$ cat config.mk
export PLATFORM = sky130hd
export DESIGN_NAME = control_unit
export DESIGN_NICKNAME = d
export VERILOG_FILES = /design/src/rtl/control_unit.sv
export SDC_FILE = /design/constraint.sdc
export NUM_CORES = 1
export LEC_CHECK = 0
export ABC_AREA = 1
export CORE_AREA = 5 5 42 44
export DETAILED_ROUTE_END_ITERATION = 8
export DIE_AREA = 0 0 47 49
export DONT_BUFFER_PORTS = 1
export PLACE_DENSITY = 0.57
export SYNTH_ARGS = -nofsm -noshare
export SYNTH_HDL_FRONTEND = slang
export SYNTH_SLANG_ARGS = --single-unit
$ cat constraint.sdc
create_clock -name clk -period 1.4 [get_ports clk]
set_input_delay 0.28 -clock clk [delete_from_list [all_inputs] [get_ports clk]]
set_output_delay 0.28 -clock clk [all_outputs]
set_load 0.01 [all_outputs]
$ cat src/rtl/control_unit.sv
// rtl/control_unit.sv - multi-cycle instruction sequencer for a small accumulator-less core
//
// Purpose:
//   Moore FSM that walks each instruction through fetch, decode, operand
//   reads, write-back or I/O, and PC increment. It drives the datapath
//   enables and the mux/ALU selects.
//
// Optional feature:
//   CTRL_HALT_EN - when defined, opcode 7 parks the core in state H with
//   halted=1 until reset. When it is undefined, opcode 7 behaves as NOP,
//   H is unreachable and halted is tied to 0.
//
// Parameters:
//   OPW  - opcode width (3..6)
//   SELW - selmux width (2..4); the select values are zero-extended
//
// Ports:
//   clk      in   clock, rising edge
//   rst      in   asynchronous active-high reset; forces every output to 0
//   opcode   in   [OPW]  opcode from the IR, sampled only in D
//   mem_rdy  in   memory access complete this cycle
//   io_ack   in   output device accepted data this cycle
//   enmem, wrmem, enir, enrop1, enrop2, enrio, enpc
//            out  memory enable/write, IR load, op1/op2 load, IO load, PC inc
//   seloper  out  [2]    ALU op (00 add, 01 sub, 10 and, 11 or)
//   selmux   out  [SELW] address/data mux select
//   halted   out  core stopped
//   state    out  [4]    current state code (debug)

module control_unit #(
    parameter int OPW  = 3,
    parameter int SELW = 2
) (
    input  logic            clk,
    input  logic            rst,
    input  logic [OPW-1:0]  opcode,
    input  logic            mem_rdy,
    input  logic            io_ack,
    output logic            enmem,
    output logic            wrmem,
    output logic            enir,
    output logic            enrop1,
    output logic            enrop2,
    output logic            enrio,
    output logic            enpc,
    output logic [1:0]      seloper,
    output logic [SELW-1:0] selmux,
    output logic            halted,
    output logic [3:0]      state
);

    typedef enum logic [3:0] {
        ST_F   = 4'd0,
        ST_D   = 4'd1,
        ST_OP1 = 4'd2,
        ST_OP2 = 4'd3,
        ST_WC  = 4'd4,
        ST_GA  = 4'd5,
        ST_GB  = 4'd6,
        ST_OA  = 4'd7,
        ST_PC  = 4'd8,
        ST_H   = 4'd9
    } state_t;

    state_t         state_q, state_d;
    logic [OPW-1:0] op_q, op_d;

    // Zero-extended copies so the decode tables can name opcodes 0..7 and
    // let any wider value fall through to the NOP default.
    logic [7:0] opcode_ext;
    logic [7:0] op_q_ext;

    assign opcode_ext = 8'(opcode);
    assign op_q_ext   = 8'(op_q);

    // Raw state decode, gated by rst below.
    logic            enmem_r, wrmem_r, enir_r, enrop1_r, enrop2_r, enrio_r, enpc_r;
    logic [1:0]      seloper_r;
    logic [SELW-1:0] selmux_r;
    logic            halted_r;
    logic [1:0]      alu_op;

    always_ff @(posedge clk or posedge rst) begin
        if (rst) begin
            state_q <= ST_F;
            op_q    <= '0;
        end else begin
            state_q <= state_d;
            op_q    <= op_d;
        end
    end

    // ALU operation is taken from the latched opcode, so IR changes after
    // decode cannot disturb an instruction in flight.
    always_comb begin
        alu_op = 2'b00;
        case (op_q_ext)
            8'd0:    alu_op = 2'b00;
            8'd1:    alu_op = 2'b01;
            8'd4:    alu_op = 2'b10;
            8'd5:    alu_op = 2'b11;
            default: alu_op = 2'b00;
        endcase
    end

    // Next-state logic.
    always_comb begin
        state_d = state_q;
        op_d    = op_q;
        case (state_q)
            ST_F:   if (mem_rdy) state_d = ST_D;
            ST_D: begin
                op_d = opcode;
                case (opcode_ext)
                    8'd0, 8'd1, 8'd4, 8'd5: state_d = ST_OP1;
                    8'd2:                   state_d = ST_GA;
                    8'd3:                   state_d = ST_OA;
`ifdef CTRL_HALT_EN
                    8'd7:                   state_d = ST_H;
`endif
                    default:                state_d = ST_PC;
                endcase
            end
            ST_OP1: if (mem_rdy) state_d = ST_OP2;
            ST_OP2: if (mem_rdy) state_d = ST_WC;
            ST_WC:  if (mem_rdy) state_d = ST_PC;
            ST_GA:  if (mem_rdy) state_d = ST_GB;
            ST_GB:  if (mem_rdy) state_d = ST_PC;
            ST_OA:  if (io_ack)  state_d = ST_PC;
            ST_PC:  state_d = ST_F;
`ifdef CTRL_HALT_EN
            ST_H:   state_d = ST_H;
`else
            ST_H:   state_d = ST_F;
`endif
            default: state_d = ST_F;
        endcase
    end

    // Moore output decode.
    always_comb begin
        enmem_r   = 1'b0;
        wrmem_r   = 1'b0;
        enir_r    = 1'b0;
        enrop1_r  = 1'b0;
        enrop2_r  = 1'b0;
        enrio_r   = 1'b0;
        enpc_r    = 1'b0;
        seloper_r = 2'b00;
        selmux_r  = '0;
        halted_r  = 1'b0;
        case (state_q)
            ST_F: begin
                enmem_r  = 1'b1;
                enir_r   = 1'b1;
                selmux_r = SELW'(0);
            end
            ST_OP1, ST_GA: begin
                enmem_r  = 1'b1;
                enrop1_r = 1'b1;
                selmux_r = SELW'(1);
            end
            ST_OP2: begin
                enmem_r   = 1'b1;
                enrop2_r  = 1'b1;
                selmux_r  = SELW'(2);
                seloper_r = alu_op;
            end
            ST_WC: begin
                enmem_r   = 1'b1;
                wrmem_r   = 1'b1;
                selmux_r  = SELW'(3);
                seloper_r = alu_op;
            end
            ST_GB: begin
                enmem_r  = 1'b1;
                wrmem_r  = 1'b1;
                selmux_r = SELW'(2);
            end
            ST_OA: begin
                enrio_r  = 1'b1;
                selmux_r = SELW'(1);
            end
            ST_PC: enpc_r = 1'b1;
`ifdef CTRL_HALT_EN
            ST_H:  halted_r = 1'b1;
`endif
            default: ;
        endcase
    end

    // Reset must silence the outputs at once, even though F normally
    // asserts enmem/enir, so the decode is masked combinationally.
    assign enmem   = enmem_r  & ~rst;
    assign wrmem   = wrmem_r  & ~rst;
    assign enir    = enir_r   & ~rst;
    assign enrop1  = enrop1_r & ~rst;
    assign enrop2  = enrop2_r & ~rst;
    assign enrio   = enrio_r  & ~rst;
    assign enpc    = enpc_r   & ~rst;
    assign seloper = rst ? 2'b00 : seloper_r;
    assign selmux  = rst ? '0 : selmux_r;
`ifdef CTRL_HALT_EN
    assign halted  = halted_r & ~rst;
`else
    assign halted  = 1'b0;
`endif
    assign state   = state_q;

endmodule

Word level (Yosys, flattened, before mapping)
Index checks and enable logic that the tools add are counted.

Register bits: 7. Input port bits: 7. Output and inout port bits: 16. Logic and storage cells: 62.

Equality and inequality tests: 22. Muxes and demuxes: 20. Bitwise operators: 8. Reduce and logical (&&, ||, !) cells: 10.

Operators by type and width (number): $pmux W4 S7 (1); $mux W4 (6); $eq A4 B3 Y1 const B (4); $eq A3 B3 Y1 const B (4); $pmux W2 S3 (2); $pmux W4 S3 (1); $ne A2 B2 Y1 const B (5); $eq A4 B2 Y1 const B (2); $logic_not A8 Y1 (1); $reduce_or A2 Y1 (4); $and A1 B1 Y1 (7); $mux W1 (7); $eq A3 B1 Y1 const B (2); $eq A3 B2 Y1 const B (2); $mux W2 (3); $reduce_and A6 Y1 (1); $reduce_or A6 Y1 (1); $eq A4 B1 Y1 const B (1); $eq A4 B4 Y1 const B (1); $logic_not A4 Y1 (1); $reduce_or A4 Y1 (1); $reduce_or A3 Y1 (1); $ne A2 B1 Y1 const B (1); $not A1 Y1 (1).

Longest topological paths before layout
Gate-level depths: netlist of run 1.

Word-level depth: 4. Mapped depth: 8. Mapped depth without buffers: 8.

Least setup slack after synthesis of run 1
No wires, ideal clock.

Path kind: register -> output. From: register state_q[2], in the netlist state[2]. To: output port seloper[0]. Arrival: 1.201 ns. Required time: 1.120 ns. Path slack: -0.081 ns. Cell stages (with the launch flop): 6. Buffers on the path: 0. Cell sequence: dfrtp_1 > nor2_2 > inv_2 > nor2_4 > nor2_1 > nor3b_1.

Longest elaborated chain between the ends: 4. Elaborated cells between the ends (all ways): 5. Classes of those cells: eq/ne: 2; mux: 2; reduce/logical: 1.

RTL lines: start, declared (line 65) `state_t state_q, state_d;`; start signal, assigned (line 88) `state_q <= state_d;`; $eq A4 B3 Y1 / $eq A4 B2 Y1 (equally long branches) (line 152) `case (state_q)`; $reduce_or A2 Y1 (no source line) (*); $mux W2 (*) (line 152); $mux W2 (*) (line 201) `assign seloper = rst ? 2'b00 : seloper_r;`; end, declared (line 46) `output logic [1:0] seloper,`.

Mark *: on every way between the ends. The rest lies on a longest branch, timed or not.

Final worst setup path of run 1
From: register state_q[1], in the netlist state[1]. To: output port seloper[0].

The elaborated chain is that of the path after synthesis.

==> impl_metrics.toml, run 1 <==
[floorplanning]
start_util_pct = 39.37
core_sq_mm = 0.001401
die_x_microns = 47
io_pins = 23
die_h_microns = 49
rows = 14
die_area_sq_mm = 0.002303

[cts]
cts-root-buf = "clkbuf_4"
clockBufferDepth = 2
numCtsBuffers = 3
clock_latency_ns = 0.25
clk_pin_slew_worst_paths_ns = 0.05
cts_tree = "yes"
cts.htree.levels = 1
cts_sinks = 7

[worst_setup_path]
path_buf_inv = 2
crit_path_end_kind = "output port"
startpoint_type = "flop"
path_class = "flop to output port"
crit_path_top_delay_cell = "dfrtp_2"
path_cells = "inv_2 -> nand2_2 -> nor2_2 -> nor2_2 -> nor3b_2 -> buf_4"
crit_family = "simple AND/OR/NAND/NOR gates"
cpPeakStageDelay_ns = 0.43
cp.required_ns = 1.12
crit_cells = 6
crit_fanout = 3
r2r_cells = 8
crit_top_cell = "nor2_2"
arrival_ns = 1.36

[finish]
final_layout_size_suffix_gt1_share_pct = 58.77
fin_util_pct = 65.54
layout.cells.non_filler = 130
num-fill-cells = 127
fin_area_sq_um = 918.4
regArea_sq_um = 177.7
antenna_cells = 0
area_growth_pct = 66.44
fin_nets = 122
multiInputGateArea_sq_um = 430.4

[grt]
grt_pass1_wl_microns = 2615
overflow = 0
grt_max_degree = 11
grt_pass1_vias = 598
track_usage_pct = 15.83
antenna_found_initial = 0

[sta]
slew_violations = 0
fmax_mhz = 609.5
rsz0062_at_grt = "true"
period_share_pct = 117.2
finalSetupViolCount = 15
hold_violations = 0
finClkSkew_ns = 0.004338
fin_crit_ns = 1.641
layout_setup_ws_ns = -0.2406
timing.hold.ws_ns = 0.1642

[yosys]
ys_types = 21
ys_seq_area_share_pct = 31.75
syn_inst = 85
syn-cell-area_sq_um = 551.8
synth_top_area_cell = "dfrtp_1"
synthTopCellsByArea = "dfrtp_1 (32%), nand2_1 (15%), inv_1 (8.8%)"
synth_seq_cells = 7
syn_area_per_cell_sq_um = 6.492
yosysWarningCount = 0
synth_top_area_share_pct = 31.75
synth_fp_nets = 92

[placed_design]
globalplace.congestion = 0.9004
io_buffers = 0
post-place-cells = 116
dpl_cell_area_sq_um = 688.2
hpwl_microns = 1145

[power_and_ir_drop]
totalPowerFinal_mw = 1.972
p_comb_share_pct = 71.2
p_sw_share_pct = 47.34
pwr_density_cell_mw_per_mm2 = 2147
power_switching_mw = 0.9334
p_leak_nw = 0.4452
clkPwrFrac_pct = 9.3
irDropWorstVdd_mv = 1.112
p_int_mw = 1.038
pwr-share-seq_pct = 19.5

[run_status]
violations = "negative setup slack"
outcome = "finished with violations"

[hold_path]
hold-path-cell-count = 2
hp-class = "input port to flop"

[job]
drv_cap = 0

[route]
num_vias = 641
ant_nets = 0
drtIter0Drc = 9
post_drt_via_cell_ratio = 4.931
drc = 0
wirelength_microns = 1631
dr.pass1.iters = 4
wl_per_cell_microns = 12.55
-- power groups by stage --
| stage | sequential [mW] | combinational, mW | clock [mW] |
|---|---|---|---|
| after floorplan | 0.386 | 0.620 | 0 |
| after global placement | 0.367 | 0.989 | 0 |
| after detailed placement | 0.367 | 0.992 | 0 |
| after CTS | 0.362 | 1.29 | 0.190 |
| after global routing | 0.397 | 1.53 | 0.200 |
| final | 0.385 | 1.40 | 0.183 |
-- cell usage after synthesis --
library cell / n
nand2_1: 22
inv_1: 13
nor2_1: 10
dfrtp_1: 7
nand2_2: 5
a21oi_1: 4
nand3_1: 4
o21ai_0: 3
nor2_2: 2
nor2_4: 2
nor3b_1: 2
o21ai_1: 2
a21oi_2: 1
buf_4: 1
clkbuf_1: 1
conb_1: 1
inv_2: 1
nand4_1: 1
nor3_1: 1
nor3_4: 1
nor4_1: 1
-- worst paths after layout --
path / slack, ns / endpoint / start
setup / recovery: -0.24 / seloper[0] / state[1]$_DFFE_PP0P_
hold / removal: 0.16 / op_q[1]$_DFFE_PP0P_ / opcode[1]
setup reg to reg: -0.05 / state[3]$_DFFE_PP0P_ / state[2]$_DFFE_PP0P_
hold reg to reg: 0.50 / op_q[0]$_DFFE_PP0P_ / op_q[0]$_DFFE_PP0P_
max in group asynchronous: 0.82 / state[0]$_DFFE_PP0P_ / rst
min in group asynchronous: 0.45 / op_q[2]$_DFFE_PP0P_ / rst
-- logic make-up (layout without fill, tap and decap cells) --
family / count (synthesis) / after routing / synth area share, %
flip-flops: 7 / 7 / 31.75
buffers and inverters: 16 / 45 / 11.56
other: 1 / 1 / 0.6796
AO/OA/AOI/OAI: 10 / 10 / 9.750
AND/OR/NAND/NOR: 51 / 51 / 46.26
-- sequential cells by signal, indices dropped and copies added, names as in the netlist --
signal	flops
state	4
op_q	3
-- cells in the final DEF (no fill, tap or decap), types with 5 or more instances in the layout --
master,n
nand2_1,19
nor2_4,5
dfrtp_1,5
inv_2,5
nor2_2,6
inv_1,8
nand2_2,7
buf_4,25
-- area by class of cell --
type	count	area share (%)
inverters	14	5.995
repair buffers	27	22.75
multi-input cells	62	46.87
well taps	16	2.180
clock buffers	4	2.861
flip-flops and latches	7	19.35
-- routing by layer --
| metal | global-route usage [%] | wire length, microns | vias up |
|---|---|---|---|
| met5 | 0 | 0 | - |
| met4 | 13.82 | 80 | 0 |
| met3 | 2.583 | 94 | 8 |
| met2 | 22.40 | 763 | 17 |
| met1 | 19.59 | 693 | 296 |
| li1 | - | - | 320 |
-- metrics by stage --
| stage | setup TNS, ns | setup slack, ns |
|---|---|---|
| after floorplan | -0.1618 | -0.08091 |
| after global routing | -3.051 | -0.3288 |
| after global placement | -0.05053 | -0.02644 |
| after detailed placement | -0.06188 | -0.04127 |
| after CTS | -1.705 | -0.2361 |
| final | -1.805 | -0.2406 |
-- what timing repair did --
item / CTS / global route
hold endpoints to repair: 7 / 0
endpoints found under the setup margin: 11 / 14
pin swaps: 10 / 5
resized for setup: 25 / 11
buffers inserted: 7 / 2
hold buffers: 1 / 0
cloned: 0 / 0
(Power assumes the default switching activity.)
==> run 2: changes to the inputs <==
--- a/config.mk
+++ b/config.mk
@@ -6,11 +6,12 @@
 export NUM_CORES = 1
 export LEC_CHECK = 0
 export ABC_AREA = 1
-export CORE_AREA = 5 5 42 44
+export CORE_MARGIN = 5
+export CORE_UTILIZATION = 35
 export DETAILED_ROUTE_END_ITERATION = 8
-export DIE_AREA = 0 0 47 49
 export DONT_BUFFER_PORTS = 1
-export PLACE_DENSITY = 0.57
+export PLACE_DENSITY = 0.5
+export SKIP_CTS_REPAIR_TIMING = 1
 export SYNTH_ARGS = -nofsm -noshare
 export SYNTH_HDL_FRONTEND = slang
 export SYNTH_SLANG_ARGS = --single-unit
==> run 2 against run 1 <==
Compared with the run above:
- the run still ends with negative setup slack left
- register-to-register slack gained 0.14 ns
- count of clock-buffer cells in the layout stayed put
- combinational power fell by 4%
- final cell count is 1.5% lower
- power decreased by 4.2%
- critical endpoint unchanged
- maximum frequency shrank 2.0%
- die area increased by 7.3%
- critical path depth unchanged
- core utilization down 7.5 points
==> impl_metrics.toml, run 2 (synthesis results as in run 1) <==
[floorplanning]
rows = 14
core_sq_mm = 0.001506
die_h_microns = 49.71
die_area_sq_mm = 0.002471
io_pins = 23
start_util_pct = 36.63
die_x_microns = 49.71

[hold_path]
holdPathEnd = "op_q[1]$_DFFE_PP0P_"
hold_start = "opcode[1]"
hold-path-cell-count = 2
hp-class = "input port to flop"

[grt]
grt_max_degree = 11
grt_pass1_vias = 520
track_usage_pct = 12.21
overflow = 0
grt_pass1_wl_microns = 2352
antenna_found_initial = 0

[route]
drtIter0Drc = 11
num_vias = 603
dr.pass1.iters = 4
wl_per_cell_microns = 12.12
ant_nets = 0
wirelength_microns = 1551
post_drt_via_cell_ratio = 4.711
drc = 0

[worst_setup_path]
r2r_cells = 7
arrival_ns = 1.39
startpoint_type = "flop"
worstReg2RegStart = "state[3]$_DFFE_PP0P_"
r2r_slack_ns = 0.09
r2r_end = "state[3]$_DFFE_PP0P_"
crit_fanout = 3
crit_path_end_kind = "output port"
path_class = "flop to output port"
cp.required_ns = 1.12

[finish]
largest_reg_flops = 4
final_layout_size_suffix_gt1_share_pct = 50.89
final_cell_mix = "nand2_1 (22), buf_4 (21), inv_1 (9)"
fin_nets = 120
antenna_cells = 0
num-fill-cells = 144
fin_util_pct = 58.06
multiInputGateArea_sq_um = 397.9
layout_commonest_cell = "nand2_1"
fin_area_sq_um = 874.6
regArea_sq_um = 176.4
area_growth_pct = 58.50

[sta]
timing.hold.ws_ns = 0.1630
fmax_mhz = 597.5
hold_violations = 0
layout_setup_ws_ns = -0.2737
slew_violations = 0
period_share_pct = 119.6
rsz0062_at_grt = "true"
fin_crit_ns = 1.674
finalSetupViolCount = 11
finClkSkew_ns = 0.004386

[run_status]
outcome = "finished with violations"
violations = "negative setup slack"

[cts]
cts.htree.levels = 1
cts_sinks = 7
cts-root-buf = "clkbuf_4"
cts_tree = "yes"
clk_pin_slew_worst_paths_ns = 0.05
clockBufferDepth = 2
clock_latency_ns = 0.26
numCtsBuffers = 3

[placed_design]
dpl_cell_area_sq_um = 688.2
hpwl_microns = 1158
globalplace.congestion = 0.8567
io_buffers = 0

[power_and_ir_drop]
pwr_density_cell_mw_per_mm2 = 2160
p_leak_nw = 0.4291
irDropWorstVdd_mv = 0.7795

[job]
drv_cap = 0
## run 2: cell count changes in the layout (fill, tap and decap cells not counted), sizes merged
cell and delta:
buf -2
## run 2: worst max path at each step
stage	start	end	slack, ns
final	state[3]$_DFFE_PP0P_	seloper[0]	-0.27
after global routing	state[3]$_DFFE_PP0P_	seloper[0]	-0.40
after CTS	state[2]$_DFFE_PP0P_	seloper[1]	-0.28
after detailed placement	state[2]$_DFFE_PP0P_	seloper[0]	-0.000007
after global placement	state[2]$_DFFE_PP0P_	seloper[1]	0.02
after floorplan	state[2]$_DFFE_PP0P_	seloper[0]	-0.08
## run 2: per-layer routing
metal	share of wire [%]	up-vias	global-route usage, %	wire length [microns]
met2	45	24	17.58	697
met4	1.6	0	5.240	25
met5	0	-	0	0
met1	45	258	16.12	693
li1	-	318	-	-
met3	8.6	3	4.518	134
## run 2: through the flow
step | std cells | power (mW) | setup TNS [ns] | setup WS (ns)
2_1_floorplan | 85 | 1.006 | -0.1618 | -0.08091
3_3_place_gp | 116 | 1.373 | 0 | 0.02211
3_5_place_dp | 116 | 1.373 | -0.000006550 | -0.000006550
4_1_cts | 120 | 1.567 | -2.105 | -0.2805
5_1_grt | 128 | 2.071 | -2.791 | -0.3956
6_report | 128 | 1.890 | -1.706 | -0.2737
## run 2: final cells by class
type | instances | area share [%]
Clock buffer | 4 | 3.004
Inverter | 14 | 6.009
Multi-Input combinational cell | 62 | 45.49
Sequential cell | 7 | 20.17
Tap cell | 16 | 2.289
Timing Repair Buffer | 25 | 23.03
## run 2: critical path, cell delays in order (launching register included)
cell and delay, ns:
dfrtp_1 0.40, nor2_2 0.14, inv_2 0.07, nor2_4 0.14
nor2_2 0.06, nor3b_2 0.18, buf_4 0.14
## run 2: power by group
group | internal [mW] | switching (mW)
clock network | 0.109 | 0.0762
registers | 0.296 | 0.0714
logic | 0.603 | 0.734
total | 1.01 | 0.881
==> run 3: changes to the inputs <==
--- a/config.mk
+++ b/config.mk
@@ -6,12 +6,13 @@
 export NUM_CORES = 1
 export LEC_CHECK = 0
 export ABC_AREA = 1
-export CORE_MARGIN = 5
+export CORE_MARGIN = 4
 export CORE_UTILIZATION = 35
 export DETAILED_ROUTE_END_ITERATION = 8
 export DONT_BUFFER_PORTS = 1
 export PLACE_DENSITY = 0.5
 export SKIP_CTS_REPAIR_TIMING = 1
+export SKIP_LAST_GASP = 1
 export SYNTH_ARGS = -nofsm -noshare
 export SYNTH_HDL_FRONTEND = slang
 export SYNTH_SLANG_ARGS = --single-unit
==> run 3 against run 2 <==
Compared with the run above:
- the flow still finishes with violations (negative setup slack)
- die area is 7.9% lower
- first-iteration DRC count fell by 18%
- wire length shrank 0.77%
- hold slack improved by 0.0022 ns
- sequential share of layout area up 0.47 points
- global-route usage grew 0.98 points
- count of clock-buffer cells in the layout unchanged
- sequential power rose by 4%
- register-to-register slack got worse by 0.02 ns
- maximum frequency up 1.4%
==> impl_metrics.toml, run 3 (synthesis results as in run 1) <==
[run_status]
outcome = "finished with violations"
violations = "negative setup slack"

[route]
drtIter0Drc = 9
num_vias = 605
dr.pass1.iters = 3
ant_nets = 0
wirelength_microns = 1539
post_drt_via_cell_ratio = 4.727
wl_per_cell_microns = 12.02
drc = 0

[worst_setup_path]
path_cells = "buf_4 -> nand2_2 -> nor2_1 -> nor2_2 -> nor3b_2 -> buf_4"
crit_path_end_kind = "output port"
r2r_end = "state[3]$_DFFE_PP0P_"
path_class = "flop to output port"
arrival_ns = 1.37
crit_family = "simple AND/OR/NAND/NOR gates"
r2r_cells = 7
cpPeakStageDelay_ns = 0.40
crit_fanout = 4
path_buf_inv = 2
worstReg2RegStart = "state[2]$_DFFE_PP0P_"
cp.required_ns = 1.12
crit_top_cell = "buf_4"
crit_path_top_delay_cell = "dfrtp_1"
startpoint_type = "flop"
r2r_slack_ns = 0.07
crit_cells = 6

[hold_path]
hold_start = "opcode[1]"
hold-path-cell-count = 2
hp-class = "input port to flop"
holdPathEnd = "op_q[1]$_DFFE_PP0P_"

[finish]
final_layout_size_suffix_gt1_share_pct = 54.46
final_cell_mix = "buf_4 (24), nand2_1 (20), inv_1 (9)"
layout_commonest_cell = "buf_4"
fin_nets = 120
antenna_cells = 0
num-fill-cells = 163
largest_reg_flops = 4
area_growth_pct = 56.01

[sta]
layout_setup_ws_ns = -0.2514
slew_violations = 0
finalSetupViolCount = 11
fmax_mhz = 605.6
period_share_pct = 118.0
rsz0062_at_grt = "true"
timing.hold.ws_ns = 0.1652
finClkSkew_ns = 0.005388
fin_crit_ns = 1.651
hold_violations = 0

[floorplanning]
core_sq_mm = 0.001506
rows = 14
die_area_sq_mm = 0.002276
die_h_microns = 47.71
die_x_microns = 47.71
io_pins = 23
start_util_pct = 36.63

[power_and_ir_drop]
p_leak_nw = 0.4238
clkPwrFrac_pct = 10.0
pwr_density_cell_mw_per_mm2 = 2093
p_sw_share_pct = 47.15
p_comb_share_pct = 68.9
pwr-share-seq_pct = 21.1
irDropWorstVdd_mv = 1.071
power_switching_mw = 0.8493
p_int_mw = 0.9521

[grt]
grt_max_degree = 11
grt_pass1_wl_microns = 2070
grt_pass1_vias = 504
overflow = 0
antenna_found_initial = 0
track_usage_pct = 13.20

[placed_design]
preCtsSetupSlack_ns = -0.009027
io_buffers = 0
hpwl_microns = 1187
globalplace.congestion = 0.8800

[cts]
numCtsBuffers = 3
cts-root-buf = "clkbuf_4"
cts_tree = "yes"
clock_latency_ns = 0.25
cts_sinks = 7
clk_pin_slew_worst_paths_ns = 0.05
clockBufferDepth = 2
cts.htree.levels = 1

[job]
drv_cap = 0
## run 3: worst max-delay path by stage
| stage | startpoint | to | slack [ns] |
|---|---|---|---|
| global placement | state[2]$_DFFE_PP0P_ | seloper[1] | 0.01 |
| floorplan | state[2]$_DFFE_PP0P_ | seloper[0] | -0.08 |
| global route | state[2]$_DFFE_PP0P_ | seloper[0] | -0.35 |
| finish | state[2]$_DFFE_PP0P_ | seloper[0] | -0.25 |
| CTS | state[2]$_DFFE_PP0P_ | seloper[1] | -0.28 |
| detailed placement | state[2]$_DFFE_PP0P_ | seloper[1] | -0.009 |
## run 3: worst register-to-register path: stages, from the launching register on
cell and delay [ns]:
dfrtp_1 0.41, nor2_2 0.13, inv_2 0.08, buf_4 0.13, buf_4 0.13, nor2_4 0.12, nand3_1 0.09, a21oi_1 0.16
## run 3: per-stage QoR
step	instance area, sq um	utilization (%)	std cells	setup TNS [ns]	power [mW]
final	860.8	57.14	128	-1.700	1.801
after floorplan	551.8	-	85	-0.1618	1.006
after detailed placement	688.2	45.68	116	-0.009027	1.379
after global placement	688.2	45.68	116	0	1.367
after global routing	860.8	57.14	128	-2.607	1.965
after CTS	714.4	47.43	120	-2.085	1.569
## run 3: power groups by stage
| stage | Sequential [mW] | Clock [mW] | Combinational, mW |
|---|---|---|---|
| 5_1_grt | 0.392 | 0.201 | 1.37 |
| 3_3_place_gp | 0.367 | 0 | 1.00 |
| 6_report | 0.381 | 0.180 | 1.24 |
| 2_1_floorplan | 0.386 | 0 | 0.620 |
| 4_1_cts | 0.372 | 0.189 | 1.01 |
| 3_5_place_dp | 0.374 | 0 | 1.00 |
## run 3: routing by layer
metal  part of all wire, %  track usage (%)  vias to the layer above  routed length, microns
met5                     0                0                        -                       0
met4                  0.32            6.452                        0                       5
met3                   5.1            3.008                        2                      79
met2                    51            21.37                       14                     787
met1                    43            16.36                      269                     666
li1                      -                -                      320                       -
## run 3: layout make-up
cell class	count	area (sq um)	share of cell area (%)
inverter	14	52.55	6.105
clock buffer	4	26.28	3.052
sequential	7	177.7	20.64
tap	16	20.02	2.326
timing repair buffer	25	190.2	22.09
multi-input combinational	62	394.1	45.78
